===== src/rtl/intra4x4_scheduler_if.sv =====
// Handshake and control bundle between the intra 4x4 scheduler and the
// frame controller / extractor / predictor / reconstruction chain.
interface intra4x4_scheduler_if;
    logic        start;
    logic        busy;
    logic        done;
    logic        ext_enable;
    logic [12:0] blk_number;
    logic [3:0]  blk_idx;
    logic [12:0] mb_number;
    logic        blk_valid;
    logic        blk_ready;
    logic        recon_done;

    modport master (
        input  start, blk_ready, recon_done,
        output busy, done, ext_enable, blk_number, blk_idx, mb_number, blk_valid
    );

    modport slave (
        output start, blk_ready, recon_done,
        input  busy, done, ext_enable, blk_number, blk_idx, mb_number, blk_valid
    );
endinterface


===== src/rtl/intra4x4_scheduler.sv =====
// Walks every 4x4 luma block of a frame: fetch via extractor, issue to predictor,
// stall until reconstruction. Define INTRA4X4_ZORDER_EN for z-scan order in an MB.
module intra4x4_scheduler #(
    parameter int LENGTH      = 256,
    parameter int WIDTH       = 256,
    parameter int EXT_LATENCY = 2
) (
    input logic                  clk,
    input logic                  reset,
    intra4x4_scheduler_if.master bus
);
    localparam logic [12:0] MB_COLS  = 13'(WIDTH / 16);
    localparam logic [12:0] MB_ROWS  = 13'(LENGTH / 16);
    localparam logic [12:0] BLK_COLS = 13'(WIDTH / 4);
    localparam logic [7:0]  LAT_LAST = 8'(EXT_LATENCY - 1);

    typedef enum logic [2:0] {IDLE, FETCH, ISSUE, WAIT_RECON, DONE} state_t;

    state_t      state_q, state_d;
    logic [7:0]  lat_q, lat_d;
    logic [12:0] mb_x_q, mb_x_d;
    logic [12:0] mb_y_q, mb_y_d;
    logic [3:0]  idx_q, idx_d;
    logic        busy_q, done_q, ext_en_q, valid_q;
    logic [12:0] blk_num_q, mb_num_q;
    logic        last_blk;

    function automatic logic [1:0] blk_bx(input logic [3:0] idx);
`ifdef INTRA4X4_ZORDER_EN
        return {idx[2], idx[0]};
`else
        return idx[1:0];
`endif
    endfunction

    function automatic logic [1:0] blk_by(input logic [3:0] idx);
`ifdef INTRA4X4_ZORDER_EN
        return {idx[3], idx[1]};
`else
        return idx[3:2];
`endif
    endfunction

    function automatic logic [12:0] blk_raster(input logic [12:0] mbx, input logic [12:0] mby,
                                               input logic [3:0] idx);
        logic [12:0] bx, by;
        bx = (mbx << 2) + {11'd0, blk_bx(idx)};
        by = (mby << 2) + {11'd0, blk_by(idx)};
        return by * BLK_COLS + bx;
    endfunction

    assign last_blk = (mb_x_q == MB_COLS - 13'd1) && (mb_y_q == MB_ROWS - 13'd1) &&
                      (idx_q == 4'd15);

    always_comb begin
        state_d = state_q;
        lat_d   = lat_q;
        mb_x_d  = mb_x_q;
        mb_y_d  = mb_y_q;
        idx_d   = idx_q;
        unique case (state_q)
            IDLE: begin
                if (bus.start) begin
                    state_d = FETCH;
                    lat_d   = 8'd0;
                    mb_x_d  = 13'd0;
                    mb_y_d  = 13'd0;
                    idx_d   = 4'd0;
                end
            end
            FETCH: begin
                if (lat_q == LAT_LAST) state_d = ISSUE;
                else                   lat_d   = lat_q + 8'd1;
            end
            // blk_valid is high for the whole of ISSUE, so ready alone completes the handshake
            ISSUE: begin
                if (bus.blk_ready) state_d = WAIT_RECON;
            end
            WAIT_RECON: begin
                if (bus.recon_done) begin
                    if (last_blk) begin
                        state_d = DONE;
                    end else begin
                        state_d = FETCH;
                        lat_d   = 8'd0;
                        idx_d   = idx_q + 4'd1;
                        if (idx_q == 4'd15) begin
                            if (mb_x_q == MB_COLS - 13'd1) begin
                                mb_x_d = 13'd0;
                                mb_y_d = mb_y_q + 13'd1;
                            end else begin
                                mb_x_d = mb_x_q + 13'd1;
                            end
                        end
                    end
                end
            end
            DONE:    state_d = IDLE;
            default: state_d = IDLE;
        endcase
    end

    // Outputs are registered from the next-state values so they line up with the state
    always_ff @(posedge clk or negedge reset) begin
        if (!reset) begin
            state_q   <= IDLE;
            lat_q     <= 8'd0;
            mb_x_q    <= 13'd0;
            mb_y_q    <= 13'd0;
            idx_q     <= 4'd0;
            busy_q    <= 1'b0;
            done_q    <= 1'b0;
            ext_en_q  <= 1'b0;
            valid_q   <= 1'b0;
            blk_num_q <= 13'd0;
            mb_num_q  <= 13'd0;
        end else begin
            state_q   <= state_d;
            lat_q     <= lat_d;
            mb_x_q    <= mb_x_d;
            mb_y_q    <= mb_y_d;
            idx_q     <= idx_d;
            busy_q    <= (state_d != IDLE);
            done_q    <= (state_d == DONE);
            ext_en_q  <= (state_d == FETCH);
            valid_q   <= (state_d == ISSUE);
            blk_num_q <= blk_raster(mb_x_d, mb_y_d, idx_d);
            mb_num_q  <= mb_y_d * MB_COLS + mb_x_d;
        end
    end

    assign bus.busy       = busy_q;
    assign bus.done       = done_q;
    assign bus.ext_enable = ext_en_q;
    assign bus.blk_valid  = valid_q;
    assign bus.blk_number = blk_num_q;
    assign bus.blk_idx    = idx_q;
    assign bus.mb_number  = mb_num_q;
endmodule


===== src/flat_wrapper.sv =====
// flat-port wrapper written by rule: the top's interface ports become plain ports
module intra4x4_scheduler_flat 
#(
    parameter int LENGTH      = 256,
    parameter int WIDTH       = 256,
    parameter int EXT_LATENCY = 2
)
  (clk, reset, bus_start, bus_blk_ready, bus_recon_done, bus_busy, bus_done, bus_ext_enable, bus_blk_number, bus_blk_idx, bus_mb_number, bus_blk_valid);
  intra4x4_scheduler_if bus_i ();
  input logic clk;
  input logic reset;
  input wire logic [$bits(bus_i.start)-1:0] bus_start;
  input wire logic [$bits(bus_i.blk_ready)-1:0] bus_blk_ready;
  input wire logic [$bits(bus_i.recon_done)-1:0] bus_recon_done;
  output wire logic [$bits(bus_i.busy)-1:0] bus_busy;
  output wire logic [$bits(bus_i.done)-1:0] bus_done;
  output wire logic [$bits(bus_i.ext_enable)-1:0] bus_ext_enable;
  output wire logic [$bits(bus_i.blk_number)-1:0] bus_blk_number;
  output wire logic [$bits(bus_i.blk_idx)-1:0] bus_blk_idx;
  output wire logic [$bits(bus_i.mb_number)-1:0] bus_mb_number;
  output wire logic [$bits(bus_i.blk_valid)-1:0] bus_blk_valid;
  assign bus_i.start = bus_start;
  assign bus_i.blk_ready = bus_blk_ready;
  assign bus_i.recon_done = bus_recon_done;
  assign bus_busy = bus_i.busy;
  assign bus_done = bus_i.done;
  assign bus_ext_enable = bus_i.ext_enable;
  assign bus_blk_number = bus_i.blk_number;
  assign bus_blk_idx = bus_i.blk_idx;
  assign bus_mb_number = bus_i.mb_number;
  assign bus_blk_valid = bus_i.blk_valid;
  intra4x4_scheduler #(.LENGTH(LENGTH), .WIDTH(WIDTH), .EXT_LATENCY(EXT_LATENCY)) u_core (.clk(clk), .reset(reset), .bus(bus_i));
endmodule

===== config.mk =====
export PLATFORM = sky130hd
export DESIGN_NAME = intra4x4_scheduler_flat
export DESIGN_NICKNAME = d
export VERILOG_FILES = /design/src/rtl/intra4x4_scheduler_if.sv /design/src/rtl/intra4x4_scheduler.sv /design/src/flat_wrapper.sv
export SDC_FILE = /design/constraint.sdc
export NUM_CORES = 1
export LEC_CHECK = 0
export ABC_AREA = 0
export BUFFER_PORTS_ARGS = -buffer_cell sky130_fd_sc_hd__clkbuf_2
export CORE_AREA = 2 2 108 84
export DETAILED_ROUTE_END_ITERATION = 8
export DIE_AREA = 0 0 110 86
export PLACE_DENSITY = 0.7
export RECOVER_POWER = 25
export SYNTH_ARGS = -nofsm -noshare
export SYNTH_HDL_FRONTEND = slang
export SYNTH_SLANG_ARGS = --single-unit

===== constraint.sdc =====
create_clock -name clk -period 3.6 [get_ports clk]
set_clock_uncertainty 0.05 [all_clocks]
set_input_delay 0.36 -clock clk [delete_from_list [all_inputs] [get_ports clk]]
set_output_delay 0.36 -clock clk [all_outputs]
set_load 0.01 [all_outputs]

==> Implementation_results.wiki, run 1 <==
{| class="wikitable"
! Metric !! Value
|-
| Number of maximum-capacitance violations || 1
|-
| Total internal power || 0.00139 W
|-
| Hold buffer count at CTS || 0
|-
| Worst ir drop on vdd || 276 uV
|-
| Sort of element at the end of the critical path || flip-flop
|-
| DIE WIDTH || 110 um
|-
| Yosys synthesis warning count || 0
|-
| Area share of the largest cell type after synthesis || 41.8%
|-
| Beginning of the worst hold path || bus_recon_done
|-
| Share of the clock period used by the worst path after layout || 95.5%
|-
| Relative contribution of the clock network to total power || 31.2%
|-
| Portion of the post-synthesis area used by sequential elements || 41.8%
|-
| Delay-heaviest family, CP || simple AND/OR/NAND/NOR gates
|-
| Number of failing hold endpoints at the final stage || 0
|-
| Worst R2R Path Depth || 14
|-
| Via count of the first global-routing pass || 3098
|-
| Number of instances on the worst hold path || 4
|-
| Vias/cell || 5.72
|-
| Power per Cell Area || 472 nW/um^2
|-
| Hold WS || 0.419 ns
|-
| Number of buffers created by CTS || 9
|-
| H-tree level count || 3
|-
| Required arrival time at the worst endpoint || 3.83 ns
|-
| Detail Route Antenna Nets || 0
|-
| FFs w/ async S/R, synth || 100%
|-
| Fraction of power spent switching nets || 34.9%
|-
| Type of the most critical hold path || in2reg
|-
| Final count of negative-setup-slack endpoints || 0
|-
| Final #Nets || 489
|-
| Wire length per cell after detailed routing || 16.6 um
|-
| Worst Path Arrival || 3.67 ns
|-
| Number of clock sinks || 61
|-
| RSZ-0062 raised after global routing || false
|-
| Post-Syn Instances || 382
|-
| Post-layout total power || 0.00214 W
|-
| Vias after detailed routing || 3308
|-
| Most used flip-flop cell after synthesis || sky130_fd_sc_hd__dfrtp_1
|-
| Initial core utilization || 44.0%
|-
| R2R Path Start || u_core.mb_y_q[9]
|-
| Maximum number of pins on one net before global-route repair || 36
|-
| Synthesized Nets || 406
|-
| Synth-to-layout area growth || 24.1%
|-
| Largest cells by area after synthesis || sky130_fd_sc_hd__dfrtp_1 42%, sky130_fd_sc_hd__ha_1 6.2%, sky130_fd_sc_hd__o21ai_0 4.9%, sky130_fd_sc_hd__xnor2_1 3.4%, sky130_fd_sc_hd__nand3_1 2.7%
|-
| Residual DRC count || 0
|-
| R2R Setup Slk || 0.16 ns
|-
| Fraction of power consumed by sequential logic || 37.6%
|-
| CP startpoint kind || flip-flop
|-
| Total routing resource utilization after global routing || 21.6%
|-
| Cell with the most instances after synthesis || sky130_fd_sc_hd__dfrtp_1
|-
| Quantity of I/O buffers inserted on ports || 38
|-
| Worst setup path class || reg2reg
|-
| Final GP Congestion || 0.949
|-
| Vertical extent of the die || 86 um
|-
| Clk slew on worst S/H paths || 0.07 ns
|-
| Highest-delay cell along the critical path || sky130_fd_sc_hd__or4_4
|-
| Master cell of the clock root buffer || sky130_fd_sc_hd__clkbuf_8
|-
| Final Critical Period || 3.44 ns
|-
| Fraction of layout cells with a size suffix above 1 || 29.4%
|-
| Initial DRC count || 205
|-
| Cell type contributing the most total cell area after synthesis || sky130_fd_sc_hd__dfrtp_1
|-
| Post-Route WL || 9620 um
|-
| Reported net switching power || 0.000746 W
|-
| Highest clock rate || 291 MHz
|-
| Maximum fanout count along the critical path || 5
|-
| Antenna violations before repair || 0
|-
| Crit path largest cell delay || 0.56 ns
|-
| Leak Pwr || 2.21 nW
|-
| Latest clock arrival within the worst-skew pair || 0.35 ns
|-
| First-pass GRT wire length || 15500 um
|-
| Filler Cells Inserted || 735
|-
| Area of the die || 9460 um^2
|-
| Number of antenna diodes || 0
|-
| I/O pin count || 39
|-
| Violated checks || capacitance limit, slew limit
|-
| Ordered cell list for the critical path || or4_4, or3_4, nand3_1, nor2_1, buf_4, a311oi_2, buf_4, ha_1, a21o_1, a21oi_1, o21bai_1, a21o_1, a41oi_2, xnor2_1
|-
| Total global routing overflow || 0
|-
| Placed wire-length estimate after detailed placement || 7120 um
|-
| Endpoint of the worst hold path || u_core.bus.done
|-
| Setup TNS Final || 0 ns
|-
| Capture point of the worst reg-to-reg path || u_core.bus.mb_number[11]
|-
| Site Rows || 29
|-
| EDFF count, synth || 0
|-
| Fraction of power consumed by combinational cells || 31.2%
|-
| TritonRoute pass-1 iters || 4
|-
| Distinct cells, synth || 59
|-
| Netlist area before placement || 3650 um^2
|-
| Slew HR || -25.6%
|-
| Worst Tran Pin Value || 1.88 ns
|-
| Syn avg cell area || 9.56 um^2
|-
| #FFs+latches synth || 61
|-
| Final worst setup slack || 0.163 ns
|-
| Max Slew Vio Count || 36
|-
| Run status || complete, but fails checks
|-
| Post-Route Utilization || 54.6%
|-
| Clock tree from TritonCTS || done
|-
| Count of buffering cells on the critical path with inverters included || 2
|-
| Core footprint || 8310 um^2
|-
| Worst setup slack after placement || -0.000464 ns
|-
| Most instantiated cells after synthesis || 61 x sky130_fd_sc_hd__dfrtp_1, 36 x sky130_fd_sc_hd__o21ai_0, 26 x sky130_fd_sc_hd__nand2_1, 26 x sky130_fd_sc_hd__nor2_1, 20 x sky130_fd_sc_hd__nand3_1
|-
| Max Buffers Root-to-Sink || 2
|}
-- flip-flops by register name, summed over array words and instances (netlist names), named ones only --
| signal | flops |
|---|---|
| u_core.mb_y_q | 13 |
| u_core.state_q | 3 |
| u_core.lat_q | 8 |
| u_core.mb_x_q | 9 |
| u_core.bus.done | 1 |
| u_core.bus.ext_enable | 1 |
| u_core.bus.mb_number | 9 |
| u_core.bus.blk_idx | 2 |
| u_core.bus.blk_valid | 1 |
| u_core.bus.busy | 1 |
| u_core.bus.blk_number | 7 |
-- cell type report --
type	count	area [um^2]	share of cell area [%]
repair buffers	95	613	13.5
clock inverters	6	87.6	1.93
flip-flops and latches	61	1530	33.7
inverters	10	37.5	0.828
well taps	108	135	2.98
multi-input cells	288	2010	44.3
clock buffers	10	128	2.81
-- cells in the final DEF (no fill, tap or decap), types with 3 or more instances in the layout --
master,instances
sky130_fd_sc_hd__a21oi_1,18
sky130_fd_sc_hd__or4_1,3
sky130_fd_sc_hd__a22o_1,3
sky130_fd_sc_hd__nand4b_1,3
sky130_fd_sc_hd__xor2_1,9
sky130_fd_sc_hd__o21bai_1,3
sky130_fd_sc_hd__nand3_1,20
sky130_fd_sc_hd__nor3_1,5
sky130_fd_sc_hd__nor2_1,26
sky130_fd_sc_hd__clkbuf_2,37
sky130_fd_sc_hd__nand4_1,9
sky130_fd_sc_hd__o21ai_1,4
sky130_fd_sc_hd__nor3b_1,3
sky130_fd_sc_hd__and3_1,3
sky130_fd_sc_hd__clkbuf_1,3
sky130_fd_sc_hd__nor4b_1,3
sky130_fd_sc_hd__and4_1,5
sky130_fd_sc_hd__buf_4,56
sky130_fd_sc_hd__dfrtp_1,61
sky130_fd_sc_hd__a21o_1,10
sky130_fd_sc_hd__xnor2_1,14
sky130_fd_sc_hd__nor2b_1,3
sky130_fd_sc_hd__ha_1,17
sky130_fd_sc_hd__clkbuf_8,9
sky130_fd_sc_hd__clkinvlp_4,3
sky130_fd_sc_hd__nor4_1,6
sky130_fd_sc_hd__o31ai_1,4
sky130_fd_sc_hd__a31oi_1,6
sky130_fd_sc_hd__inv_1,9
sky130_fd_sc_hd__o21ai_0,33
sky130_fd_sc_hd__nand2b_1,3
sky130_fd_sc_hd__nand2_1,26
-- timing repair --
item / CTS / global route
buffers inserted: 0 / 4
pin swaps: 0 / 3
gates resized for setup: 1 / 14
endpoints found under the setup margin: 2 / 7
cloned: 0 / 0
endpoints found under the hold margin: 0 / 0
-- metal layers --
metal	global-route usage, %	part of all wire (%)	wire length [um]
met1	32.1	47	4550
met3	5.47	8.6	825
met2	30.5	43	4140
met5	0	0	0
met4	7.36	1.1	103
-- how the worst max path moves through the flow --
stage                           startpoint                         to  cells past startpoint
after floorplan                  flip-flop   u_core.bus.mb_number[11]                     16
after global placement    u_core.mb_y_q[9]   u_core.bus.mb_number[12]                     14
after detailed placement  u_core.mb_y_q[9]  u_core.bus.blk_number[12]                     15
after CTS                 u_core.mb_y_q[9]   u_core.bus.mb_number[12]                     14
after global routing      u_core.mb_y_q[9]  u_core.bus.blk_number[12]                     15
final                     u_core.mb_y_q[9]   u_core.bus.mb_number[11]                     14
-- cells by family after synthesis --
group / after synthesis / synth area share [%]
compound gates: 101 / 18.3
mux: 3 / 0.856
fa+ha+maj: 21 / 7.33
buf+inv: 33 / 4.66
xor+xnor: 23 / 5.51
flops: 61 / 41.8
simple gates: 140 / 21.5
-- power by group through the flow --
stage          combinational, W  clock, W  sequential, W
6_report               0.000668  0.000668       0.000806
5_1_grt                0.000738  0.000710       0.000815
4_1_cts                0.000658  0.000680       0.000805
3_5_place_dp           0.000652         0       0.000818
3_3_place_gp           0.000644         0       0.000815
2_1_floorplan          0.000366         0       0.000829
-- per-stage QoR --
step | std cells | area (um^2)
after global placement | 558 | 4240
after floorplan | 382 | 3650
final | 578 | 4540
after detailed placement | 558 | 4240
after global routing | 578 | 4540
after CTS | 574 | 4460
-- worst register-to-register path, cell delays in order, from the launching register on --
cell                       delay (ns)
sky130_fd_sc_hd__dfrtp_1         0.38
sky130_fd_sc_hd__or4_4           0.56
sky130_fd_sc_hd__or3_4           0.43
sky130_fd_sc_hd__nand3_1         0.13
sky130_fd_sc_hd__nor2_1          0.07
sky130_fd_sc_hd__buf_4           0.15
sky130_fd_sc_hd__a311oi_2        0.26
sky130_fd_sc_hd__buf_4           0.18
sky130_fd_sc_hd__ha_1            0.25
sky130_fd_sc_hd__a21o_1          0.19
sky130_fd_sc_hd__a21oi_1         0.15
sky130_fd_sc_hd__o21bai_1        0.08
sky130_fd_sc_hd__a21o_1          0.19
sky130_fd_sc_hd__a41oi_2         0.17
sky130_fd_sc_hd__xnor2_1         0.13
(Power assumes the default switching activity.)
==> inputs of run 2 (changes only) <==
==> constraint.sdc (replaced) <==
create_clock -name clk -period 3.6 [get_ports clk]
set_clock_uncertainty 0.05 [all_clocks]
set_input_delay 0.18 -clock clk [delete_from_list [all_inputs] [get_ports clk]]
set_output_delay 0.18 -clock clk [all_outputs]
set_load 0.01 [all_outputs]
==> run 2 against run 1 <==
  * Die area unchanged
  * The flow still finishes with violations (capacitance limit, slew limit)
  * Hold slack worse by 0.11 ns
  * Critical path type unchanged
  * Sequential cell count unchanged
  * Maximum frequency down 1.3%
  * Non-clock buffer count up 4
  * Critical path depth unchanged
  * Register-to-register slack worse by 0.04 ns
  * Largest cell class unchanged
  * Cell count up 0.87%
  * Clock power up 3.3%
  * Worst setup slack worse by 0.044 ns
  * Power up 2.0%
==> Implementation_results.wiki, run 2 (synthesis gave the netlist of run 1 again) <==
{| class="wikitable"
! Metric !! Value
|-
| Run status || complete, but fails checks
|-
| Violated checks || capacitance limit, slew limit
|-
| Detail Route met3 WL || 776 um (-5.9%)
|-
| Initial core utilization || 44.0% (unchanged)
|-
| Vias after detailed routing || 3338 (+0.91%)
|-
| Crit path largest cell delay || 0.56 ns (about the same)
|-
| DR top layer || met4
|-
| Delay-heaviest family, CP || simple AND/OR/NAND/NOR gates
|-
| Initial DRC count || 293 (+43%)
|-
| Maximum fanout count along the critical path || 5 (unchanged)
|-
| Clock tree from TritonCTS || done
|-
| Power per Cell Area || 478 nW/um^2 (+1.4%)
|-
| Share of the clock period used by the worst path after layout || 96.7% (+1.2 points)
|-
| Core footprint || 8310 um^2 (unchanged)
|-
| Sort of element at the end of the critical path || flip-flop
|-
| Max Slew Vio Count || 30 (-17%)
|-
| I/O pin count || 39 (unchanged)
|-
| Highest clock rate || 287 MHz (-1.3%)
|-
| Detail Route Antenna Nets || 0 (unchanged)
|-
| Fraction of layout cells with a size suffix above 1 || 26.2% (-3.2 points)
|-
| Ordered cell list for the critical path || or4_4, or3_4, nand3_1, nor2_1, buf_4, a311oi_2, buf_4, ha_1, a21o_1, a21oi_1, o21bai_1, a21o_1, a41oi_1, xnor2_1
|-
| Vertical extent of the die || 86 um (unchanged)
|-
| Metal1 wirelength || 4570 um (+0.51%)
|-
| Number of cells in the design after placement || 560 (+0.36%)
|-
| Most frequent standard cell in the layout excluding fill and tap cells || sky130_fd_sc_hd__dfrtp_1
|-
| Worst ir drop on vdd || 283 uV (+2.5%)
|-
| Worst Path Arrival || 3.70 ns (+0.03 ns)
|-
| Master cell of the clock root buffer || sky130_fd_sc_hd__clkbuf_8
|-
| Total routing resource utilization after global routing || 22.0% (+0.38 points)
|-
| Number of maximum-capacitance violations || 1 (unchanged)
|-
| Count of buffering cells on the critical path with inverters included || 2 (unchanged)
|-
| Post-Route Utilization || 54.9% (+0.32 points)
|-
| Detailed-routed wire length on met2 || 4060 um (-1.8%)
|-
| Number of clock sinks || 61 (unchanged)
|-
| Synth-to-layout area growth || 24.9%
|-
| Required arrival time at the worst endpoint || 3.82 ns (about the same)
|-
| Via count of the first global-routing pass || 3203 (+3.4%)
|-
| Number of standard cells in the layout, taps in and fillers out || 583 (+0.87%)
|-
| Number of failing hold endpoints at the final stage || 0 (unchanged)
|-
| Clk slew on worst S/H paths || 0.08 ns (about the same)
|-
| Wire length per cell after detailed routing || 16.5 um (-0.89%)
|-
| Setup TNS Final || 0 ns (unchanged)
|-
| Commonest non-fill, non-tap cells in the layout || 61 x sky130_fd_sc_hd__dfrtp_1, 60 x sky130_fd_sc_hd__buf_4, 30 x sky130_fd_sc_hd__o21ai_0
|-
| Total global routing overflow || 0 (unchanged)
|-
| Post-layout total power || 0.00218 W (+2.0%)
|-
| Final #Nets || 493 (+0.82%)
|-
| TritonRoute pass-1 iters || 5 (+1)
|-
| Placed wire-length estimate after detailed placement || 7020 um (-1.4%)
|-
| Maximum number of pins on one net before global-route repair || 34 (-5.6%)
|-
| Type of the most critical hold path || in2reg
|-
| Vias/cell || 5.73 (about the same)
|-
| Post-Route WL || 9610 um (about the same)
|-
| Area of the die || 9460 um^2 (unchanged)
|-
| Worst Tran Pin Value || 1.55 ns (-0.334 ns)
|-
| Max Buffers Root-to-Sink || 2 (unchanged)
|-
| Largest register by flop count || u_core.mb_y_q
|-
| Final count of negative-setup-slack endpoints || 0 (unchanged)
|-
| Highest-delay cell along the critical path || sky130_fd_sc_hd__or4_4
|-
| H-tree level count || 3 (unchanged)
|-
| Placed cell areas || 4260 um^2 (+0.35%)
|-
| Worst setup path class || reg2reg
|-
| Antenna violations before repair || 1 (+1)
|-
| Leak Pwr || 2.19 nW (-0.84%)
|-
| CP startpoint kind || flip-flop
|-
| Number of buffers created by CTS || 9 (unchanged)
|-
| Final Critical Period || 3.48 ns (+0.0439 ns)
|-
| Design Area, Final || 4560 um^2 (+0.58%)
|-
| Residual DRC count || 0 (unchanged)
|-
| Slew HR || -3.31% (+22 points)
|-
| DIE WIDTH || 110 um (unchanged)
|-
| First-pass GRT wire length || 15900 um (+2.5%)
|-
| Site Rows || 29 (unchanged)
|-
| Latest clock arrival within the worst-skew pair || 0.35 ns (about the same)
|-
| Largest register FFs || 13 (unchanged)
|-
| Final GP Congestion || 0.939 (-1.1%)
|-
| Quantity of I/O buffers inserted on ports || 38 (unchanged)
|}
==> run 2: final cells by class <==
type | count | area (um^2)
Antenna cell | 1 | 2.50
Clock buffer | 9 | 124
Clock inverter | 7 | 98.8
Fill cell | 718 | 3750
Inverter | 10 | 37.5
Multi-Input combinational cell | 288 | 2010
Sequential cell | 61 | 1530
Tap cell | 108 | 135
Timing Repair Buffer | 99 | 624
==> run 2: final timing paths <==
kind | start | to | slack [ns] | cells past startpoint
worst max-delay path | u_core.mb_y_q[9] | u_core.bus.mb_number[11] | 0.12 | 14
worst min-delay path | bus_blk_ready | u_core.state_q[0] | 0.31 | 5
worst max register to register | u_core.mb_y_q[9] | u_core.bus.mb_number[11] | 0.12 | 14
worst min register to register | u_core.mb_x_q[12] | u_core.mb_x_q[12] | 0.48 | 1
max in group asynchronous | reset | u_core.bus.blk_idx[2] | 1.63 | 3
min in group asynchronous | reset | u_core.lat_q[4] | 0.69 | 2
==> run 2: tightest hold or removal path, stage by stage <==
cell,delay (ns)
sky130_fd_sc_hd__clkbuf_2,0.08
sky130_fd_sc_hd__nor2_1,0.10
sky130_fd_sc_hd__a21oi_1,0.07
sky130_fd_sc_hd__o21ai_0,0.19
sky130_fd_sc_hd__nor2_1,0.06
==> run 2: power by group <==
part           switching, W  leakage (nW)  internal (W)
sequential        0.0000562         0.832      0.000750
clock              0.000297         0.110      0.000393
combinational      0.000414          1.25      0.000273
==> run 2: layer usage <==
| layer | global-route usage [%] | up-vias |
|---|---|---|
| met5 | 0 | - |
| met1 | 31.9 | 1579 |
| li1 | - | 1577 |
| met4 | 8.86 | 0 |
| met2 | 31.2 | 164 |
| met3 | 5.55 | 18 |
==> run 2: stage by stage <==
stage / worst slack (ns) / hold slack (ns)
after CTS: 0.0181 / 0.269
after detailed placement: 0.0316 / 0.220
final: 0.119 / 0.312
after global placement: 0.113 / 0.213
after global routing: -0.00279 / 0.321
after floorplan: 0.0108 / -0.166
==> run 2: repair_timing <==
item / in CTS / in global routing
endpoints found under the setup margin: 0 / 9
gates resized for setup: 0 / 19
hold buffers: 1 / 0
setup buffers: 0 / 5
hold endpoints to repair: 28 / 0
==> inputs of run 3 (changes only) <==
==> constraint.sdc (replaced) <==
create_clock -name clk -period 3.6 [get_ports clk]
set_clock_uncertainty 0.05 [all_clocks]
set_input_delay 0.9 -clock clk [delete_from_list [all_inputs] [get_ports clk]]
set_output_delay 0.9 -clock clk [all_outputs]
set_load 0.01 [all_outputs]
==> run 3 against run 2 <==
  * The flow finishes with violations (capacitance limit)
  * Sequential power increased by 2%
  * Design area increased by 0.41%
  * Critical endpoint is now u_core.bus.mb_number[12]
  * Critical path type unchanged
  * Global-route usage decreased by 0.23 points
  * Maximum frequency decreased by 0.22%
  * Die area unchanged
==> Implementation_results.wiki, run 3 (synthesis gave the netlist of run 1 again) <==
{| class="wikitable"
! Metric !! Value
|-
| Worst Path Arrival || 3.72 ns (+0.02 ns)
|-
| H-tree level count || 3 (unchanged)
|-
| Vias/cell || 5.77 (+0.83%)
|-
| Run status || complete, but fails checks
|-
| Area of combinational cells with multiple inputs || 2010 um^2 (about the same)
|-
| Number of failing hold endpoints at the final stage || 0 (unchanged)
|-
| Final Critical Period || 3.49 ns (+0.00754 ns)
|-
| Largest register by flop count || u_core.mb_y_q
|-
| Required arrival time at the worst endpoint || 3.83 ns (about the same)
|-
| Detail Route Antenna Nets || 0 (unchanged)
|-
| Number of cells in the design after placement || 561 (+0.18%)
|-
| Initial core utilization || 44.0% (unchanged)
|-
| Master cell of the clock root buffer || sky130_fd_sc_hd__clkbuf_8
|-
| RSZ-0062 raised after global routing || true
|-
| Share of the clock period used by the worst path after layout || 96.9% (+0.21 points)
|-
| Residual DRC count || 0 (unchanged)
|-
| First-pass GRT wire length || 15500 um (-3.0%)
|-
| Initial DRC count || 217 (-26%)
|-
| Highest clock rate || 287 MHz (-0.22%)
|-
| Detail Route met3 WL || 789 um (+1.7%)
|-
| Vertical extent of the die || 86 um (unchanged)
|-
| Final #Nets || 492 (-0.20%)
|-
| Max Slew Vio Count || 0 (-100%)
|-
| Commonest non-fill, non-tap cells in the layout || 61 x sky130_fd_sc_hd__dfrtp_1, 59 x sky130_fd_sc_hd__buf_4, 39 x sky130_fd_sc_hd__clkbuf_2
|-
| Number of buffers created by CTS || 9 (unchanged)
|-
| Metal1 wirelength || 4660 um (+1.8%)
|-
| Seq. cell area || 1530 um^2 (unchanged)
|-
| Fraction of layout cells with a size suffix above 1 || 30.7% (+4.5 points)
|-
| Violated checks || capacitance limit
|-
| Final GP Congestion || 0.948 (+0.98%)
|-
| Leak Pwr || 2.25 nW (+3.0%)
|-
| Maximum number of pins on one net before global-route repair || 62 (+82%)
|-
| Power per Cell Area || 478 nW/um^2 (-0.18%)
|-
| Site Rows || 29 (unchanged)
|-
| Quantity of I/O buffers inserted on ports || 38 (unchanged)
|-
| Clk slew on worst S/H paths || 0.07 ns (about the same)
|-
| Latest clock arrival within the worst-skew pair || 0.35 ns (about the same)
|-
| Post-Route WL || 9630 um (+0.20%)
|-
| Worst ir drop on vdd || 289 uV (+2.2%)
|-
| Placed cell areas || 4280 um^2 (+0.47%)
|-
| Clock tree from TritonCTS || done
|-
| Area of the die || 9460 um^2 (unchanged)
|-
| Wire length per cell after detailed routing || 16.6 um (+0.54%)
|-
| TritonRoute pass-1 iters || 4 (-1)
|-
| Final count of negative-setup-slack endpoints || 0 (unchanged)
|-
| DR top layer || met4
|-
| Antenna violations before repair || 0 (-1)
|-
| DIE WIDTH || 110 um (unchanged)
|-
| Number of maximum-capacitance violations || 1 (unchanged)
|-
| Sort of element at the end of the critical path || flip-flop
|-
| Type of the most critical hold path || reg2reg
|-
| Maximum fanout count along the critical path || 4 (-1)
|-
| CP startpoint kind || flip-flop
|-
| R2R Setup Slk || 0.11 ns (about the same)
|-
| Number of antenna diodes || 0 (-1)
|-
| Worst Tran Pin Value || 1.49 ns (-0.0577 ns)
|-
| Max Buffers Root-to-Sink || 2 (unchanged)
|-
| Via count of the first global-routing pass || 2972 (-7.2%)
|-
| Placed wire-length estimate after detailed placement || 6990 um (-0.49%)
|-
| Total global routing overflow || 0 (unchanged)
|-
| Most frequent standard cell in the layout excluding fill and tap cells || sky130_fd_sc_hd__dfrtp_1
|-
| Synth-to-layout area growth || 25.4%
|-
| Largest register FFs || 13 (unchanged)
|-
| Number of clock sinks || 61 (unchanged)
|-
| Core footprint || 8310 um^2 (unchanged)
|-
| I/O pin count || 39 (unchanged)
|-
| Detailed-routed wire length on met2 || 4120 um (+1.5%)
|-
| Filler Cells Inserted || 743 (+3.5%)
|-
| Slew HR || 0.536% (+3.8 points)
|-
| Number of standard cells in the layout, taps in and fillers out || 581 (-0.34%)
|-
| Total routing resource utilization after global routing || 21.8% (-0.23 points)
|-
| Vias after detailed routing || 3354 (+0.48%)
|-
| Design Area, Final || 4580 um^2 (+0.41%)
|-
| Worst setup path class || reg2reg
|-
| Post-Route Utilization || 55.1% (+0.23 points)
|-
| Hold WS || 0.476 ns (+0.164 ns)
|}
==> run 3: changes by cell type in the layout (fill, tap and decap cells not counted), moves of 4 or more <==
cell / before / now
sky130_fd_sc_hd__clkbuf_1: 21 / 0
sky130_fd_sc_hd__clkbuf_2: 17 / 39
sky130_fd_sc_hd__o21ai_0: 30 / 34
sky130_fd_sc_hd__o21ai_1: 7 / 3
==> run 3: final timing paths <==
check | startpoint | to | cells after the start
max | u_core.mb_y_q[5] | u_core.bus.mb_number[12] | 14
min | u_core.mb_x_q[12] | u_core.mb_x_q[12] | 1
max reg2reg | u_core.mb_y_q[5] | u_core.bus.mb_number[12] | 14
min reg2reg | u_core.mb_x_q[12] | u_core.mb_x_q[12] | 1
max in group asynchronous | reset | u_core.bus.blk_number[7] | 2
min in group asynchronous | reset | u_core.lat_q[0] | 2
==> run 3: power by group <==
part,internal [W],total [W],switching (W)
clock network,0.000414,0.000710,0.000295
registers,0.000750,0.000824,0.0000739
logic,0.000255,0.000654,0.000399
total,0.00142,0.00219,0.000768
==> run 3: final cells by class <==
cell class | count | share of cell area, %
multi-input combinational | 288 | 43.9
sequential | 61 | 33.3
timing repair buffer | 98 | 13.9
clock buffer | 10 | 3.00
tap | 108 | 2.95
clock inverter | 6 | 2.05
inverter | 10 | 0.819
==> run 3: per-stage QoR <==
stage	worst slack, ns	total power (W)	setup TNS (ns)
after floorplan	0.0108	0.00120	0
after global placement	0.103	0.00146	0
after detailed placement	0.0260	0.00147	0
after CTS	0.0254	0.00219	0
after global routing	-0.0182	0.00231	-0.0473
final	0.111	0.00219	0
==> run 3: metal layers <==
layer,GRT usage [%],vias up
met2,30.3,147
li1,-,1570
met1,33.8,1630
met4,4.26,0
met5,0,-
met3,5.78,7
==> run 3: repair_timing <==
action                                  CTS  global route
endpoints found under the hold margin     0             0
hold buffers                              0             0
endpoints found under the setup margin    0             7
buffers inserted                          0             4
gates resized for setup                   0            15
==> run 3: critical path, stage by stage (launching register included) <==
cell and delay (ns):
sky130_fd_sc_hd__dfrtp_1 0.37, sky130_fd_sc_hd__or4_1 0.56, sky130_fd_sc_hd__or3_4 0.42, sky130_fd_sc_hd__nor3_4 0.21, sky130_fd_sc_hd__or2_2 0.16, sky130_fd_sc_hd__o21ai_0 0.09, sky130_fd_sc_hd__a21oi_2 0.21, sky130_fd_sc_hd__buf_4 0.15
sky130_fd_sc_hd__ha_1 0.22, sky130_fd_sc_hd__ha_1 0.21, sky130_fd_sc_hd__nor2_1 0.05, sky130_fd_sc_hd__a21oi_1 0.26, sky130_fd_sc_hd__o21ai_0 0.12, sky130_fd_sc_hd__a21oi_1 0.18, sky130_fd_sc_hd__xnor2_1 0.13
